**src/rtl/mem_port_arbiter_if.sv**
```systemverilog
// Requester, store-data and memory-side signals of the memory port arbiter.
// The arbiter takes the slave view; the pipeline/memory environment takes the master view.
interface mem_port_arbiter_if #(
    parameter int ADDR_W = 32,
    parameter int DATA_W = 32
);
    logic              if_req;
    logic [ADDR_W-1:0] if_addr;
    logic [DATA_W-1:0] if_rdata;
    logic              if_ready;
    logic              if_stall;

    logic              mem_r_en;
    logic              mem_w_en;
    logic [ADDR_W-1:0] mem_addr;
    logic [DATA_W-1:0] mem_wdata;
    logic [DATA_W-1:0] mem_rdata;
    logic              mem_ready;
    logic              mem_stall;

    logic              ram_en;
    logic              ram_we;
    logic [ADDR_W-1:0] ram_addr;
    logic [DATA_W-1:0] ram_wdata;
    logic [DATA_W-1:0] ram_rdata;

    modport slave (
        input  if_req, if_addr, mem_r_en, mem_w_en, mem_addr, mem_wdata, ram_rdata,
        output if_rdata, if_ready, if_stall, mem_rdata, mem_ready, mem_stall,
               ram_en, ram_we, ram_addr, ram_wdata
    );

    modport master (
        output if_req, if_addr, mem_r_en, mem_w_en, mem_addr, mem_wdata, ram_rdata,
        input  if_rdata, if_ready, if_stall, mem_rdata, mem_ready, mem_stall,
               ram_en, ram_we, ram_addr, ram_wdata
    );
endinterface

```
**src/rtl/mem_port_arbiter.sv**
```systemverilog
// Serialises IF fetches and MEM loads/stores onto one single-port, fixed-latency
// memory. MEM has priority; arbitration happens only while IDLE.
module mem_port_arbiter #(
    parameter int ADDR_W  = 32,
    parameter int DATA_W  = 32,
    parameter int MEM_LAT = 2
) (
    input  logic              clk,
    input  logic              rst,
    mem_port_arbiter_if.slave bus
);
    localparam logic [3:0] LAT_C = 4'(MEM_LAT);

    typedef enum logic [1:0] {
        ST_IDLE = 2'd0,
        ST_BUSY = 2'd1,
        ST_DONE = 2'd2
    } state_t;

    state_t            state_r;
    state_t            state_nx_s;
    logic [3:0]        cnt_r;
    logic [3:0]        cnt_nx_s;
    logic              owner_d_r;
    logic              owner_d_nx_s;

    logic              ram_en_r;
    logic              ram_en_nx_s;
    logic              ram_we_r;
    logic              ram_we_nx_s;
    logic [ADDR_W-1:0] ram_addr_r;
    logic [ADDR_W-1:0] ram_addr_nx_s;
    logic [DATA_W-1:0] ram_wdata_r;
    logic [DATA_W-1:0] ram_wdata_nx_s;

    logic              if_ready_r;
    logic              if_ready_nx_s;
    logic              mem_ready_r;
    logic              mem_ready_nx_s;
    logic [DATA_W-1:0] if_rdata_r;
    logic [DATA_W-1:0] if_rdata_nx_s;
    logic [DATA_W-1:0] mem_rdata_r;
    logic [DATA_W-1:0] mem_rdata_nx_s;

    logic              mem_req_s;

    // A store wins over a load when both enables are raised together.
    always_comb begin
        mem_req_s = bus.mem_r_en | bus.mem_w_en;
    end

    // Next-state and next-output decode for the IDLE/BUSY/DONE access sequence.
    always_comb begin
        state_nx_s     = state_r;
        cnt_nx_s       = cnt_r;
        owner_d_nx_s   = owner_d_r;
        ram_en_nx_s    = 1'b0;
        ram_we_nx_s    = ram_we_r;
        ram_addr_nx_s  = ram_addr_r;
        ram_wdata_nx_s = ram_wdata_r;
        if_ready_nx_s  = 1'b0;
        mem_ready_nx_s = 1'b0;
        if_rdata_nx_s  = if_rdata_r;
        mem_rdata_nx_s = mem_rdata_r;

        case (state_r)
            ST_IDLE: begin
                if (mem_req_s) begin
                    owner_d_nx_s   = 1'b1;
                    ram_we_nx_s    = bus.mem_w_en;
                    ram_addr_nx_s  = bus.mem_addr;
                    ram_wdata_nx_s = bus.mem_wdata;
                    ram_en_nx_s    = 1'b1;
                    cnt_nx_s       = LAT_C;
                    state_nx_s     = ST_BUSY;
                end else if (bus.if_req) begin
                    owner_d_nx_s   = 1'b0;
                    ram_we_nx_s    = 1'b0;
                    ram_addr_nx_s  = bus.if_addr;
                    ram_wdata_nx_s = {DATA_W{1'b0}};
                    ram_en_nx_s    = 1'b1;
                    cnt_nx_s       = LAT_C;
                    state_nx_s     = ST_BUSY;
                end else begin
                    state_nx_s = ST_IDLE;
                end
            end

            ST_BUSY: begin
                cnt_nx_s = cnt_r - 4'd1;
                if (cnt_r == 4'd1) begin
                    state_nx_s = ST_DONE;
                    if (owner_d_r) begin
                        mem_ready_nx_s = 1'b1;
                        if (!ram_we_r) begin
                            mem_rdata_nx_s = bus.ram_rdata;
                        end else begin
                            mem_rdata_nx_s = mem_rdata_r;
                        end
                    end else begin
                        if_ready_nx_s = 1'b1;
                        if_rdata_nx_s = bus.ram_rdata;
                    end
                end else begin
                    state_nx_s = ST_BUSY;
                end
            end

            // The ready pulse is visible here; no grant so the requester can retire.
            ST_DONE: begin
                state_nx_s = ST_IDLE;
            end

            default: begin
                state_nx_s = ST_IDLE;
                cnt_nx_s   = 4'd0;
            end
        endcase
    end

    // State, counter and all registered outputs; reset abandons any access.
    always_ff @(posedge clk) begin
        if (!rst) begin
            state_r     <= ST_IDLE;
            cnt_r       <= 4'd0;
            owner_d_r   <= 1'b0;
            ram_en_r    <= 1'b0;
            ram_we_r    <= 1'b0;
            ram_addr_r  <= {ADDR_W{1'b0}};
            ram_wdata_r <= {DATA_W{1'b0}};
            if_ready_r  <= 1'b0;
            mem_ready_r <= 1'b0;
            if_rdata_r  <= {DATA_W{1'b0}};
            mem_rdata_r <= {DATA_W{1'b0}};
        end else begin
            state_r     <= state_nx_s;
            cnt_r       <= cnt_nx_s;
            owner_d_r   <= owner_d_nx_s;
            ram_en_r    <= ram_en_nx_s;
            ram_we_r    <= ram_we_nx_s;
            ram_addr_r  <= ram_addr_nx_s;
            ram_wdata_r <= ram_wdata_nx_s;
            if_ready_r  <= if_ready_nx_s;
            mem_ready_r <= mem_ready_nx_s;
            if_rdata_r  <= if_rdata_nx_s;
            mem_rdata_r <= mem_rdata_nx_s;
        end
    end

    assign bus.ram_en    = ram_en_r;
    assign bus.ram_we    = ram_we_r;
    assign bus.ram_addr  = ram_addr_r;
    assign bus.ram_wdata = ram_wdata_r;
    assign bus.if_ready  = if_ready_r;
    assign bus.mem_ready = mem_ready_r;
    assign bus.if_rdata  = if_rdata_r;
    assign bus.mem_rdata = mem_rdata_r;

    // Stalls follow the live request so the pipeline freezes in the request cycle.
    assign bus.if_stall  = bus.if_req & ~if_ready_r;
    assign bus.mem_stall = mem_req_s & ~mem_ready_r;
endmodule

```
**src/flat_wrapper.sv**
```systemverilog
// flat-port wrapper written by rule: the top's interface ports become plain ports
module mem_port_arbiter_flat 
#(
    parameter int ADDR_W  = 32,
    parameter int DATA_W  = 32,
    parameter int MEM_LAT = 2
)
  (clk, rst, bus_if_req, bus_if_addr, bus_mem_r_en, bus_mem_w_en, bus_mem_addr, bus_mem_wdata, bus_ram_rdata, bus_if_rdata, bus_if_ready, bus_if_stall, bus_mem_rdata, bus_mem_ready, bus_mem_stall, bus_ram_en, bus_ram_we, bus_ram_addr, bus_ram_wdata);
  mem_port_arbiter_if #(.ADDR_W(ADDR_W), .DATA_W(DATA_W)) bus_i ();
  input  logic clk;
  input  logic rst;
  input wire logic [$bits(bus_i.if_req)-1:0] bus_if_req;
  input wire logic [$bits(bus_i.if_addr)-1:0] bus_if_addr;
  input wire logic [$bits(bus_i.mem_r_en)-1:0] bus_mem_r_en;
  input wire logic [$bits(bus_i.mem_w_en)-1:0] bus_mem_w_en;
  input wire logic [$bits(bus_i.mem_addr)-1:0] bus_mem_addr;
  input wire logic [$bits(bus_i.mem_wdata)-1:0] bus_mem_wdata;
  input wire logic [$bits(bus_i.ram_rdata)-1:0] bus_ram_rdata;
  output wire logic [$bits(bus_i.if_rdata)-1:0] bus_if_rdata;
  output wire logic [$bits(bus_i.if_ready)-1:0] bus_if_ready;
  output wire logic [$bits(bus_i.if_stall)-1:0] bus_if_stall;
  output wire logic [$bits(bus_i.mem_rdata)-1:0] bus_mem_rdata;
  output wire logic [$bits(bus_i.mem_ready)-1:0] bus_mem_ready;
  output wire logic [$bits(bus_i.mem_stall)-1:0] bus_mem_stall;
  output wire logic [$bits(bus_i.ram_en)-1:0] bus_ram_en;
  output wire logic [$bits(bus_i.ram_we)-1:0] bus_ram_we;
  output wire logic [$bits(bus_i.ram_addr)-1:0] bus_ram_addr;
  output wire logic [$bits(bus_i.ram_wdata)-1:0] bus_ram_wdata;
  assign bus_i.if_req = bus_if_req;
  assign bus_i.if_addr = bus_if_addr;
  assign bus_i.mem_r_en = bus_mem_r_en;
  assign bus_i.mem_w_en = bus_mem_w_en;
  assign bus_i.mem_addr = bus_mem_addr;
  assign bus_i.mem_wdata = bus_mem_wdata;
  assign bus_i.ram_rdata = bus_ram_rdata;
  assign bus_if_rdata = bus_i.if_rdata;
  assign bus_if_ready = bus_i.if_ready;
  assign bus_if_stall = bus_i.if_stall;
  assign bus_mem_rdata = bus_i.mem_rdata;
  assign bus_mem_ready = bus_i.mem_ready;
  assign bus_mem_stall = bus_i.mem_stall;
  assign bus_ram_en = bus_i.ram_en;
  assign bus_ram_we = bus_i.ram_we;
  assign bus_ram_addr = bus_i.ram_addr;
  assign bus_ram_wdata = bus_i.ram_wdata;
  mem_port_arbiter #(.ADDR_W(ADDR_W), .DATA_W(DATA_W), .MEM_LAT(MEM_LAT)) u_core (.clk(clk), .rst(rst), .bus(bus_i));
endmodule
```
**config.mk**
```make
export PLATFORM = sky130hd
export DESIGN_NAME = mem_port_arbiter_flat
export DESIGN_NICKNAME = d
export VERILOG_FILES = /design/src/rtl/mem_port_arbiter_if.sv /design/src/rtl/mem_port_arbiter.sv /design/src/flat_wrapper.sv
export SDC_FILE = /design/constraint.sdc
export NUM_CORES = 1
export LEC_CHECK = 0
export CAP_MARGIN = 20
export CORE_UTILIZATION = 35
export CTS_BUF_LIST = sky130_fd_sc_hd__clkbuf_2
export CTS_CLUSTER_SIZE = 40
export DETAILED_ROUTE_END_ITERATION = 6
export GPL_ROUTABILITY_DRIVEN = 0
export GPL_TIMING_DRIVEN = 0
export PLACE_DENSITY = 0.71
export SETUP_SLACK_MARGIN = 0.4
export SLEW_MARGIN = 5
export SYNTH_ARGS = -nofsm -noshare
export SYNTH_HDL_FRONTEND = slang
export SYNTH_SLANG_ARGS = --single-unit
export TNS_END_PERCENT = 100
```
**constraint.sdc**
```tcl
create_clock -name clk -period 1.8 [get_ports clk]
set_input_delay 0.36 -clock clk [delete_from_list [all_inputs] [get_ports clk]]
set_output_delay 0.36 -clock clk [all_outputs]
set_load 0.01 [all_outputs]
```
==> results of run 1 <==
## per-layer routing
layer	GRT usage, %	vias to the layer above	wire length [um]
met5	0	-	0
met4	7.474	0	312
met3	8.431	26	1497
met2	40.82	220	10170
met1	26.46	2794	8113
li1	-	2894	-
## synth_stat cells, drive strengths merged (3+ instances only)
| cell type | number |
|---|---|
| nor2 | 7 |
| a21oi | 65 |
| nand3 | 36 |
| nor3 | 3 |
| inv | 3 |
| buf | 29 |
| clkbuf | 30 |
| dfxtp | 139 |
| a311oi | 32 |
| nand2 | 162 |
| mux2i | 64 |
| o21ai | 35 |
## layout by cell type (no fill, tap or decap), types with 5 or more instances in the layout
cell type / instances
a21oi_2: 17
buf_12: 12
nand3_1: 28
buf_8: 6
a311oi_1: 26
buf_2: 12
clkbuf_16: 5
nand2_1: 161
buf_6: 160
nand3_2: 7
clkbuf_2: 19
mux2i_1: 63
a311oi_2: 6
o21ai_1: 10
buf_16: 6
a21oi_1: 46
dfxtp_2: 135
buf_4: 37
clkbuf_1: 23
o21ai_2: 8
o21ai_0: 16
clkdlybuf4s50_1: 129
## flip-flops by register name, indices dropped and copies added, names as in the netlist, 2 cells and up
| name | count |
|---|---|
| u_core.bus.if_rdata | 32 |
| u_core.bus.mem_rdata | 32 |
| u_core.bus.ram_addr | 32 |
| u_core.bus.ram_wdata | 32 |
| u_core.cnt_r | 4 |
| u_core.state_r | 2 |
## stage by stage
stage | utilization (%) | instances
global placement | 55.34 | 1103
floorplan | - | 627
detailed placement | 55.34 | 1103
finish | 67.72 | 1206
CTS | 63.08 | 1172
global route | 67.72 | 1206
## kinds of logic after synthesis
kind of cell    count (synthesis)
compound gates                137
xor+xnor                        1
fa+ha+maj                       2
buf+inv                        63
flops                         139
mux                            64
simple gates                  221
## path summary, 6_finish.rpt
path,end,cells past startpoint,start,slack (ns)
worst min register to register,u_core.bus.if_rdata[26],2,u_core.bus.if_rdata[26],0.48
worst max register to register,u_core.bus.if_rdata[13],8,u_core.cnt_r[1],0.10
worst min-delay path,u_core.state_r[0],3,rst,0.11
worst max-delay path,bus_mem_stall,5,bus_mem_w_en,0.08
## area by class of cell
| cell class | count | area (sq um) |
|---|---|---|
| Fill cell | 1220 | 4962 |
| Timing Repair Buffer | 337 | 3697 |
| Sequential cell | 139 | 2955 |
| Multi-Input combinational cell | 425 | 2728 |
| Buffer | 59 | 484.2 |
| Tap cell | 211 | 264.0 |
| Clock inverter | 13 | 175.2 |
| Clock buffer | 18 | 90.09 |
| Inverter | 4 | 15.01 |
## critical path: cells and delay by family
| family | cells | cell delay, ns |
|---|---|---|
| simple gates | 2 | 0.30 |
| buf+inv | 3 | 0.69 |
## where the power goes
group	internal (mW)	total (mW)	leakage [nW]	switching, mW
Clock	0.900	2.07	0.155	1.17
Sequential	3.27	3.40	1.19	0.130
Combinational	1.03	1.77	3.08	0.740
## repair_timing
item,in CTS,in global routing
pin swaps,2,41
hold buffers,1,0
setup buffers,31,26
setup endpoints to repair,260,261
hold endpoints to repair,1,0
gates cloned,6,8
resized for setup,873,119
==> impl_metrics.yaml, run 1 <==
outcome:
  run_status: "finished clean"
place:
  dp_hpwl_um: 13540
  io_buffers: 265
  place_area_sq_mm: 0.008506
  pre_cts_ws_ns: -0.7773
sta:
  hold_viol: 0
  skew_ns: 0.02565
  worst_pin_slew_ns: 0.6129
  max_freq_ghz: 0.5813
  setup_slack_ns: 0.07984
  period_minus_slack_ns: 1.720
  period_share_pct: 95.56
  maxSlewViolCount: 0
  setup_tns_ns: 0
  rsz0062_at_grt: "true"
  setup_viol: 0
  hold_slack_ns: 0.1094
  slew-limit-headroom_pct: 58.91
die:
  dieWidth_um: 128.0
  die_h_um: 128.0
  core_sq_mm: 0.01537
  ios: 267
  rows: 45
  die_area_sq_mm: 0.01639
  start_util_pct: 36.16
synth:
  synth_async_sr_flop_share_pct: 0
  synth_top_cell_by_area: "dfxtp_1"
  ys_warn_count: 0
  synth_top_cell_area_share_pct: 50.07
  synthesis.area_sq_mm: 0.005558
  synth_top_family_by_area: "simple AND/OR/NAND/NOR gates"
  ys_ff_latch: 139
  ys_seq_area_share_pct: 50.07
  synth.avg_cell_area_sq_um: 8.864
  synth-edff-count: 0
  synthAdderAreaFrac_pct: 0.4502
  muxShareOfSynthArea_pct: 11.53
  synth_cell_type_count: 37
  synth_compound_area_share_pct: 14.84
  syn-num-nets: 762
  synthCells: 627
  ys.flop_type: "dfxtp_1"
  synth_xor_area_share_pct: 0.1576
  yosys-top-cells-area: "dfxtp_1 50%, mux2i_1 12%, nand2_1 11%"
  yosys.area_share.simple_pct: 17.22
final_layout:
  design_area_sq_mm: 0.01041
  diodes: 0
  final_layout_size_suffix_gt1_share_pct: 46.33
  fin_nets: 1118
  area_growth_syn_to_layout_pct: 87.28
critical_path:
  critical-path-max-stage-delay_ns: 0.35
  required_ns: 1.44
  crit_chain: "dlygate4sd2_1, nor2_4, buf_4, nor2_1, buf_2"
  start_kind: "input pin"
  critPathSlowestCell: "dlygate4sd2_1"
  cp.arrival_ns: 1.36
  critPathCaptureType: "output pin"
  path_class: "in -> out"
  worstPathMaxFanout: 10
power_and_ir_drop:
  p_per_area_mw_per_mm2: 695.4
  total_power_mw: 7.238
  p_leak_nw: 4.427
  irDropWorstVdd_uv: 401.4
route:
  vias: 5934
  routed_wl_um: 20100
  drt_pass1_iterations: 4
  routed_via_density: 4.920
  postRouteAntennaNets: 0
  drtIter0Drc: 199
  remaining_drc_errors: 0
  wire_per_inst_um: 16.66
global_route:
  antenna_found_initial: 0
  track_usage_pct: 23.38
  grt_pass1_wl_um: 29490
  grt_max_degree: 17
  gr-total-overflow: 0
  grt_pass1_vias: 5659
worst_hold_path:
  hold_class: "in -> reg"
clocking:
  cts_tree: "done"
  h-tree-depth: 4
  insertion_delay_ns: 0.70
  numClockSinks: 139
  numCtsBuffers: 17
  clk_path_buf_depth: 2
  clockRootBuffer: "clkbuf_2"
  clkTransAtPathRegs_ns: 0.19
flow_run:
  maxCapViolCount: 0
Note: power is estimated with default switching activity, not from simulation.
==> run 2: changes to the inputs <==
--- a/config.mk
+++ b/config.mk
@@ -10,7 +10,6 @@
 export CTS_BUF_LIST = sky130_fd_sc_hd__clkbuf_2
 export CTS_CLUSTER_SIZE = 40
 export DETAILED_ROUTE_END_ITERATION = 6
-export GPL_ROUTABILITY_DRIVEN = 0
 export GPL_TIMING_DRIVEN = 0
 export PLACE_DENSITY = 0.71
 export SETUP_SLACK_MARGIN = 0.4
@@ -18,4 +17,3 @@
 export SYNTH_ARGS = -nofsm -noshare
 export SYNTH_HDL_FRONTEND = slang
 export SYNTH_SLANG_ARGS = --single-unit
-export TNS_END_PERCENT = 100
==> constraint.sdc (replaced) <==
create_clock -name clk -period 1.8 [get_ports clk]
set_input_delay 0.36 -clock clk [delete_from_list [all_inputs] [get_ports clk]]
set_output_delay 0.36 -clock clk [all_outputs]
set_load 0.02 [all_outputs]
==> impl_metrics.yaml, run 2 (same netlist as run 1, synthesis figures left out) <==
die:
  core_sq_mm: 0.01537
  start_util_pct: 36.16
  rows: 45
  ios: 267
  die_area_sq_mm: 0.01639
  dieWidth_um: 128.0
  die_h_um: 128.0
power_and_ir_drop:
  total_power_mw: 7.420
  switchingPower_mw: 2.211
  clkPwrFrac_pct: 28.1
  power_frac_comb_pct: 25.9
  swShare_pct: 29.80
  irDropWorstVdd_uv: 392.3
  p_int_mw: 5.208
  p_per_area_mw_per_mm2: 707.6
  p_seq_share_pct: 46.0
  p_leak_nw: 4.369
sta:
  worst_pin_slew_ns: 0.7027
  max_freq_ghz: 0.5690
  period_minus_slack_ns: 1.757
  rsz0062_at_grt: "true"
  period_share_pct: 97.64
  hold_slack_ns: 0.09286
  hold_viol: 0
  skew_ns: 0.02477
  setup_viol: 0
  setup_tns_ns: 0
  slew-limit-headroom_pct: 53.15
  maxSlewViolCount: 0
final_layout:
  regArea_sq_mm: 0.002955
  final_layout_size_suffix_gt1_share_pct: 49.70
  final_common_cell: "nand2_1"
  finalNonFillerCells: 1195
  area_growth_syn_to_layout_pct: 88.65
  diodes: 0
  nFillCells: 1193
  fin_nets: 1107
  utilization_pct: 68.21
  final_cell_mix: "162 x nand2_1, 152 x buf_6, 135 x dfxtp_2"
  multi_input_area_sq_mm: 0.002982
critical_path:
  path_depth: 5
  reg2reg_from: "u_core.cnt_r[1]"
  critPathSlowestCell: "dlygate4sd2_1"
  r2r_slack_ns: 0.12
  start_kind: "input pin"
  crit_chain: "dlygate4sd2_1, nor2_4, buf_4, nor2_1, buf_4"
  reg2reg_depth: 8
  path_class: "in -> out"
  crit_family: "buffers and inverters"
  cpMostUsedCell: "buf_4"
  crit_end: "bus_mem_stall"
  startpoint: "bus_mem_w_en"
  cp.arrival_ns: 1.40
  required_ns: 1.44
  timing.rr.end: "u_core.bus.if_rdata[29]"
  critPathCaptureType: "output pin"
  path_buf_inv: 3
  worstPathMaxFanout: 10
  critical-path-max-stage-delay_ns: 0.38
global_route:
  gr-total-overflow: 0
  grt_max_degree: 17
  grt_pass1_wl_um: 29070
  grt_pass1_vias: 5628
  track_usage_pct: 23.04
  antenna_found_initial: 0
flow_run:
  maxCapViolCount: 0
route:
  routed_wl_um: 19970
  drt_pass1_iterations: 4
  routed_via_density: 4.936
  postRouteAntennaNets: 0
  wire_per_inst_um: 16.71
  remaining_drc_errors: 0
  drtIter0Drc: 208
  vias: 5898
clocking:
  clkTransAtPathRegs_ns: 0.19
  clk_path_buf_depth: 2
  h-tree-depth: 4
  numClockSinks: 139
  clockRootBuffer: "clkbuf_2"
  cts_tree: "done"
  numCtsBuffers: 17
  insertion_delay_ns: 0.72
place:
  io_buffers: 265
  dp_cells: 1103
  dp_hpwl_um: 13540
  gp_congestion: 0.8387
worst_hold_path:
  min-delay-start: "rst"
  hold_class: "in -> reg"
outcome:
  run_status: "finished clean"
==> run 2: cell types whose count changed in the layout (fill, tap and decap cells not counted), sizes merged <==
cell    previous run  this run
buf              234       227
clkbuf            48        44
==> run 2: what timing repair did <==
action | CTS | global route
hold buffers | 1 | 0
gates cloned | 3 | 5
pin swaps | 2 | 73
setup endpoints to repair | 260 | 262
resized for setup | 965 | 208
buffers inserted | 28 | 24
hold endpoints to repair | 1 | 0
==> run 2: tightest hold or removal path, cell delays in order <==
cell and delay (ns):
buf_2 0.16, clkinv_1 0.19, a2111oi_4 0.06
==> run 2: layout make-up <==
cell class,instances,share of cell area [%]
timing repair buffer,326,33.38
multi-input combinational,425,28.44
sequential,139,28.19
buffer,59,4.809
tap,211,2.518
clock inverter,13,1.671
clock buffer,18,0.8592
inverter,4,0.1432
==> run 2: worst min-delay path by stage <==
stage / end / slack (ns) / cells past startpoint
4_1_cts: u_core.state_r[0] / 0.04 / 3
3_5_place_dp: u_core.bus.if_rdata[26] / 0.45 / 2
2_1_floorplan: u_core.cnt_r[1] / 0.51 / 2
6_report: u_core.state_r[0] / 0.09 / 3
3_3_place_gp: u_core.bus.if_rdata[21] / 0.44 / 2
5_1_grt: u_core.state_r[0] / 0.01 / 3
==> run 2: power by group through the flow <==
stage               clock (mW)  combinational (mW)  sequential, mW
finish                    2.08                1.92            3.41
global route              2.26                2.04            3.43
CTS                       2.12                1.59            3.39
detailed placement           0                1.44            3.40
global placement             0                1.44            3.40
floorplan                    0               0.499            3.57
==> run 2: per-stage QoR <==
step / cell area [sq um] / setup WS [ns]
6_report: 10490 / 0.04253
5_1_grt: 10490 / -0.02975
3_5_place_dp: 8506 / -0.8369
3_3_place_gp: 8506 / -0.8576
2_1_floorplan: 5589 / 0.3739
4_1_cts: 9514 / 0.01634
==> run 2: routing by layer <==
layer | global-route usage (%) | wire length, um | up-vias
met5 | 0 | 0 | -
met4 | 7.612 | 359 | 0
met3 | 8.514 | 1617 | 27
met2 | 39.90 | 10120 | 225
met1 | 26.11 | 7870 | 2776
li1 | - | - | 2870
==> run 3: changes to the inputs <==
--- a/config.mk
+++ b/config.mk
@@ -11,7 +11,7 @@
 export CTS_CLUSTER_SIZE = 40
 export DETAILED_ROUTE_END_ITERATION = 6
 export GPL_TIMING_DRIVEN = 0
-export PLACE_DENSITY = 0.71
+export PLACE_DENSITY = 0.75
 export SETUP_SLACK_MARGIN = 0.4
 export SLEW_MARGIN = 5
 export SYNTH_ARGS = -nofsm -noshare
==> impl_metrics.yaml, run 3 (same netlist as run 1, synthesis figures left out) <==
clocking:
  numClockSinks: 139
  clkTransAtPathRegs_ns: 0.16
  clk_path_buf_depth: 2
  insertion_delay_ns: 0.69
  cts_tree: "done"
  h-tree-depth: 4
  clockRootBuffer: "clkbuf_2"
  numCtsBuffers: 17
sta:
  period_minus_slack_ns: 1.766
  slew-limit-headroom_pct: 55.78
  maxSlewViolCount: 0
  worst_pin_slew_ns: 0.6633
  hold_viol: 0
  setup_slack_ns: 0.03426
  skew_ns: 0.03974
  max_freq_ghz: 0.5663
  rsz0062_at_grt: "true"
  period_share_pct: 98.10
  setup_viol: 0
critical_path:
  critPathCaptureType: "output pin"
  critical-path-max-stage-delay_ns: 0.61
  cp.arrival_ns: 1.41
  path_class: "in -> out"
  start_kind: "input pin"
  required_ns: 1.44
  crit_chain: "clkdlybuf4s50_1, inv_1, nor2_4, buf_6"
  critPathSlowestCell: "clkdlybuf4s50_1"
  worstPathMaxFanout: 3
final_layout:
  multi_input_area_sq_mm: 0.002597
  area_growth_syn_to_layout_pct: 78.64
  fin_nets: 1101
  design_area_sq_mm: 0.009928
  nFillCells: 1272
  final_common_cell: "nand2_1"
  finalNonFillerCells: 1191
  final_cell_mix: "162 x nand2_1, 143 x buf_6, 133 x dfxtp_2"
  final_layout_size_suffix_gt1_share_pct: 42.80
  regArea_sq_mm: 0.002960
power_and_ir_drop:
  p_per_area_mw_per_mm2: 721.5
  total_power_mw: 7.163
  p_leak_nw: 4.241
  irDropWorstVdd_uv: 415.4
place:
  pre_cts_ws_ns: -0.7075
  io_buffers: 265
  place_area_sq_mm: 0.008506
  gp_congestion: 0.7890
  dp_cells: 1103
  dp_hpwl_um: 13550
global_route:
  antenna_found_initial: 1
  grt_pass1_vias: 5716
  grt_max_degree: 17
  grt_pass1_wl_um: 29750
  gr-total-overflow: 0
  track_usage_pct: 23.36
route:
  routed_via_density: 4.886
  drt_pass1_iterations: 5
  postRouteAntennaNets: 0
  drtIter0Drc: 247
  wire_per_inst_um: 16.29
  vias: 5819
  remaining_drc_errors: 0
  routed_wl_um: 19410
flow_run:
  maxCapViolCount: 0
die:
  core_sq_mm: 0.01537
  ios: 267
  start_util_pct: 36.16
  dieWidth_um: 128.0
  die_area_sq_mm: 0.01639
  die_h_um: 128.0
  rows: 45
outcome:
  run_status: "finished clean"
worst_hold_path:
  hold_class: "in -> reg"
==> run 3: worst paths after layout <==
kind                             from                  endpoint  slack (ns)  cells past startpoint
min reg2reg  u_core.bus.ram_wdata[16]  u_core.bus.ram_wdata[16]        0.47                      2
min                               rst         u_core.state_r[0]        0.15                      3
max                        bus_if_req              bus_if_stall        0.03                      4
max reg2reg           u_core.cnt_r[0]       u_core.bus.if_ready        0.22                      7
==> run 3: final cells by class <==
class                           count  area share, %
Timing Repair Buffer              320          34.25
Sequential cell                   139          29.82
Multi-Input combinational cell    425          26.16
Buffer                             59          4.209
Tap cell                          211          2.659
Clock inverter                     13          1.764
Clock buffer                       19         0.9578
Inverter                            4         0.1512
Antenna cell                        1        0.02520
==> run 3: what timing repair did <==
action / in CTS / in global routing
cloned: 4 / 3
pin swaps: 4 / 3
endpoints found under the setup margin: 259 / 259
hold endpoints to repair: 1 / 0
resized for setup: 969 / 79
hold buffers: 1 / 0
setup buffers: 21 / 26
==> run 3: power by group <==
part	internal [mW]	switching [mW]
Combinational	0.915	0.791
Sequential	3.27	0.128
Clock	0.911	1.15
==> run 3: critical path, delay by kind of cell <==
kind                   cells  cell delay [ns]
and+or+nand+nor            1             0.17
buffers and inverters      3             0.88
==> run 3: routing by layer <==
metal / GRT usage, % / wire length [um] / vias to the layer above
met1: 26.23 / 7745 / 2691
met4: 6.990 / 250 / 0
met5: 0 / 0 / -
met3: 8.556 / 1505 / 21
met2: 41.14 / 9906 / 243
li1: - / - / 2864
==> run 3: per-stage QoR <==
stage	hold WS [ns]	util, %	setup TNS [ns]
finish	0.1476	64.59	0
global route	0.08662	64.59	0
CTS	0.06088	61.61	0
detailed placement	0.4476	55.34	-21.92
global placement	0.4419	55.34	-21.05
floorplan	0.5052	-	0
